===== config.mk =====
export PLATFORM = sky130hd
export DESIGN_NAME = blk_nblk
export DESIGN_NICKNAME = d
export VERILOG_FILES = /design/src/rtl/blk_nblk_pkg.sv /design/src/rtl/blk_nblk_reg.sv /design/src/rtl/blk_nblk.sv
export SDC_FILE = /design/constraint.sdc
export NUM_CORES = 1
export LEC_CHECK = 0
export CAP_MARGIN = 5
export CORE_AREA = 5 5 42 44
export CTS_CLUSTER_SIZE = 30
export DETAILED_ROUTE_END_ITERATION = 6
export DIE_AREA = 0 0 47 49
export MAX_ROUTING_LAYER = met4
export PLACE_DENSITY = 0.57
export SLEW_MARGIN = 40
export SYNTH_ARGS = -nofsm -noshare
export SYNTH_HDL_FRONTEND = slang
export SYNTH_SLANG_ARGS = --single-unit

===== constraint.sdc =====
create_clock -name clk -period 1.5 [get_ports clk]
set_input_delay 0.15 -clock clk [delete_from_list [all_inputs] [get_ports clk]]
set_output_delay 0.15 -clock clk [all_outputs]
set_load 0.005 [all_outputs]

===== src/rtl/blk_nblk_pkg.sv =====
// Shared constants for the blk_nblk register-pair block.
// - BLK_NBLK_WIDTH_DEFAULT : default data width of the block.
// - BLK_NBLK_RST_VAL       : reset value for any stage, sliced to the stage width.
package blk_nblk_pkg;

  localparam int BLK_NBLK_WIDTH_DEFAULT = 4;
  localparam int BLK_NBLK_WIDTH_MAX     = 32;

  localparam logic [BLK_NBLK_WIDTH_MAX-1:0] BLK_NBLK_RST_VAL = '0;

endpackage


===== src/rtl/blk_nblk_reg.sv =====
// WIDTH-bit D flop with synchronous active-high reset to zero.
// Ports:
//   clk : rising-edge clock
//   rst : synchronous active-high reset, clears q
//   d   : data captured every rising edge when rst is low
//   q   : registered data
module blk_nblk_reg
  import blk_nblk_pkg::*;
#(
  parameter int WIDTH = BLK_NBLK_WIDTH_DEFAULT
) (
  input  logic             clk,
  input  logic             rst,
  input  logic [WIDTH-1:0] d,
  output logic [WIDTH-1:0] q
);

  logic [WIDTH-1:0] q_d;
  logic [WIDTH-1:0] q_q;

  always_comb begin
    q_d = d;
  end

  always_ff @(posedge clk) begin
    if (rst) begin
      q_q <= BLK_NBLK_RST_VAL[WIDTH-1:0];
    end else begin
      q_q <= q_d;
    end
  end

  assign q = q_q;

endmodule


===== src/rtl/blk_nblk.sv =====
// Side-by-side register pair contrasting two capture disciplines on one word.
//   BLK path : both stages load `in` on the same edge, so blk_out2 always
//              equals blk_out1 (1-cycle latency each).
//   NBLK path: true 2-stage shift register (1-cycle and 2-cycle latency).
// Optional feature: define BLK_NBLK_MISMATCH_EN to add the `mismatch`
// output, high whenever blk_out2 differs from nblk_out2.
// Ports:
//   clk       : rising-edge clock
//   rst       : synchronous active-high reset, clears all four outputs
//   in        : data word sampled every rising edge
//   blk_out1  : BLK path stage 1
//   blk_out2  : BLK path stage 2
//   nblk_out1 : NBLK path stage 1
//   nblk_out2 : NBLK path stage 2
//   mismatch  : (BLK_NBLK_MISMATCH_EN only) blk_out2 != nblk_out2
module blk_nblk
  import blk_nblk_pkg::*;
#(
  parameter int WIDTH = BLK_NBLK_WIDTH_DEFAULT
) (
  input  logic             clk,
  input  logic             rst,
  input  logic [WIDTH-1:0] in,
  output logic [WIDTH-1:0] blk_out1,
  output logic [WIDTH-1:0] blk_out2,
  output logic [WIDTH-1:0] nblk_out1,
  output logic [WIDTH-1:0] nblk_out2
`ifdef BLK_NBLK_MISMATCH_EN
  ,
  output logic             mismatch
`endif
);

  logic [WIDTH-1:0] blk_a_p1;
  logic [WIDTH-1:0] blk_b_p1;
  logic [WIDTH-1:0] nblk_p1;
  logic [WIDTH-1:0] nblk_p2;

  // ---- stage p0 -> p1: BLK pair both fed from in; NBLK first stage ----
  blk_nblk_reg #(.WIDTH(WIDTH)) u_blk_s1 (
    .clk (clk),
    .rst (rst),
    .d   (in),
    .q   (blk_a_p1)
  );

  blk_nblk_reg #(.WIDTH(WIDTH)) u_blk_s2 (
    .clk (clk),
    .rst (rst),
    .d   (in),
    .q   (blk_b_p1)
  );

  blk_nblk_reg #(.WIDTH(WIDTH)) u_nblk_s1 (
    .clk (clk),
    .rst (rst),
    .d   (in),
    .q   (nblk_p1)
  );

  // ---- stage p1 -> p2: NBLK second stage takes the old first-stage value ----
  blk_nblk_reg #(.WIDTH(WIDTH)) u_nblk_s2 (
    .clk (clk),
    .rst (rst),
    .d   (nblk_p1),
    .q   (nblk_p2)
  );

  assign blk_out1  = blk_a_p1;
  assign blk_out2  = blk_b_p1;
  assign nblk_out1 = nblk_p1;
  assign nblk_out2 = nblk_p2;

`ifdef BLK_NBLK_MISMATCH_EN
  // Both compared flops clear together, so this is 0 after reset.
  assign mismatch = (blk_b_p1 != nblk_p2);
`endif

endmodule


## Word-level counts from Yosys, hierarchy flattened

Cells that the tools add are included.

- Bits in registers: 8
- Input port bits: 6
- Output and inout bits: 16
- Word-level logic and storage cells: 2

## Longest topological paths before layout

- Depth in word-level cells: 0
- Gate-level depth with buffers: 1
- Depth with buffers taken out: 1

## Cells and area by module

From an unflattened synthesis, not the netlist that was laid out.

- Cells, all modules: 32
- Area, all modules: 420.4 µm²

Modules (own cells, without submodules):

| module | times used | cells an instance | area an instance (µm²) | seq. area each (µm²) |
|---|---|---|---|---|
| blk_nblk_reg | 4 | 8 | 105.1 | 80.1 |

## Least setup slack after synthesis

No wires, ideal clock.

- Kind: flip-flop to output port
- Start: register, netlist name u_nblk_s1.q[0]
- End: output blk_out2[0]
- Arrival time: 466 ps
- Data required time: 1350 ps
- Slack: 884 ps
- Stages on the path, launching flop included: 2
- Buffers on the path: 1
- Cells stage by stage: dfxtp_1 > buf_4

RTL lines:

| item | RTL line | source |
|---|---|---|
| end: declaration | blk_nblk.sv:25 | `output logic [WIDTH-1:0] blk_out2,` |

==> impl_metrics.tcl <==
set metrics [dict create \
    dieArea_um2 2300 \
    dpl_cell_area_um2 440 \
    yosys.cell_types.count 3 \
    die_h_um 49 \
    p_leak_nw 0.175 \
    clockPowerShare_pct 34.5 \
    max_freq_ghz 0.783 \
    timing.slew.headroom_pct 82.1 \
    final_common_cell "clkdlybuf4s50_1" \
    grt_overflow 0 \
    p_seq_share_pct 51.0 \
    rrSetupSlack_ns 0.93 \
    crit_path_start_kind "register" \
    start_util_pct 19.3 \
    grt_max_degree 9 \
    gp_congestion 0.512 \
    ys_ff_latch 8 \
    drtAntennaViolNets 0 \
    drt-total-wl_um 503 \
    insertedDiodeCount 0 \
    wl_met2_um 209 \
    cts_setup_buffers 0 \
    clockBufferDepth 2 \
    dr.pass1.iters 2 \
    drc 0 \
    required_ns 1.35 \
    syn_area_um2 270 \
    crit_fanout 4 \
    final_cell_area_um2 463 \
    worstPathArrival_ns 1.13 \
    crit_chain "clkdlybuf4s50_1" \
    crit_slowest_cell "clkdlybuf4s50_1" \
    drt_iter0_markers 1 \
    hold_viol_final 0 \
    syn_nets 30 \
    post_drt_via_cell_ratio 3.52 \
    mostFrequentLayoutCells "clkdlybuf4s50_1 (21), nor2b_1 (8), dfxtp_1 (8), clkbuf_4 (3)" \
    port_buffers 21 \
    top_layer "met3" \
    routedLengthMet1_um 198 \
    fin_crit_sh_pct 85.1 \
    tns_ns 0 \
    die_w_um 47 \
    post_cts_resized 0 \
    num_vias 197 \
    antenna_found_initial 0 \
    worst-path-buf-inv 1 \
    cts_sinks 8 \
    internal_power_w 0.000364 \
    track_usage_pct 5.36 \
    cts_buffers 3 \
    dr_wl_met3_um 95 \
    finClkSkew_ns 0.000109 \
    tritoncts "done" \
    hp-class "in2reg" \
    post_drt_wl_per_cell_um 8.98 \
    core-area_um2 1400 \
    worstSetupEndpointType "output pin" \
    cts_max_level 1 \
    total_power_w 0.000449 \
    grt_pass1_vias 180 \
    clkTransAtPathRegs_ns 0.05 \
    synth_area_per_cell_um2 11.3 \
    switching_share_pct 19.0 \
    synth-seq-area-share_pct 59.3 \
    p_per_area_nw_per_um2 970 \
    ys.warnings.count 0 \
    area_growth_syn_to_layout_pct 71.3 \
    slew_violations 0 \
    clk_latency_ns 0.25 \
    max_cap_violations 0 \
    rsz0062_at_grt "no" \
    cts_hold_buf 0 \
    grt_pass1_wl_um 752 \
    cpLargestDelayFamily "buffers and inverters" \
    drive_gt1_share_pct 7.50 \
    finalCriticalPeriod_ns 1.28 \
    cpPeakStageDelay_ns 0.52 \
    setup_viol 0 \
    p_sw_w 0.0000855 \
    peakVddDrop_uv 378 \
    io_pins 22 \
    status "finished, final reports clean" \
    row_count 14 \
    fin_nets 48 \
    critPathKind "reg2out" \
    ctsRootBufferMaster "clkbuf_4" \
    synth_cells 24 \
    final_core_util_pct 33.0 \
    tightest_slew_ns 0.267 \
    comb_power_share_pct 14.5 \
]
## path summary, 6_finish.rpt
kind,startpoint,to,cells after the start
min reg2reg,u_nblk_s1.q[1],u_nblk_s2.q[1],1
min,in[1],u_nblk_s1.q[1],2
max reg2reg,u_nblk_s1.q[0],u_nblk_s2.q[0],1
max,u_nblk_s1.q[0],blk_out2[0],1
## power groups by stage
stage	Sequential, W	Clock [W]	Combinational [W]
floorplan	0.000234	0	0.0000233
detailed placement	0.000233	0	0.0000664
global route	0.000230	0.000184	0.0000692
finish	0.000229	0.000155	0.0000652
CTS	0.000229	0.000169	0.0000665
global placement	0.000233	0	0.0000660
## sequential cells by signal, summed over array words and instances, names as in the netlist
signal / flops
u_nblk_s1.q: 4
u_nblk_s2.q: 4
## synth_stat cells
cell type  n  share of area, %
buf_4      8                22
nor2b_1    8                19
dfxtp_1    8                59
## per-layer routing
layer	global-route usage (%)	up-vias
li1	-	97
met1	5.33	82
met2	5.88	18
met3	5.54	0
met4	4.15	0
met5	-	-
## cell families (layout without fill, tap and decap cells)
kind of cell / after synthesis / count (layout) / synth area share (%)
DFF: 8 / 8 / 59.3
and+or+nand+nor: 8 / 8 / 18.5
buffers and inverters: 8 / 24 / 22.2
## per-stage QoR
stage | std cells | hold WS [ns] | worst slack, ns
6_report | 56 | 0.453 | 0.223
3_5_place_dp | 53 | 0.481 | 0.483
4_1_cts | 56 | 0.439 | 0.195
2_1_floorplan | 24 | 0.222 | 0.884
5_1_grt | 56 | 0.430 | 0.143
3_3_place_gp | 53 | 0.488 | 0.481
## layout make-up
cell class	count	area [um2]
clock buffer	3	22.5
fill	158	938
multi-input combinational	8	50.0
sequential	8	160
tap	16	20.0
timing repair buffer	21	210
Note: power is estimated with default switching activity, not from simulation.
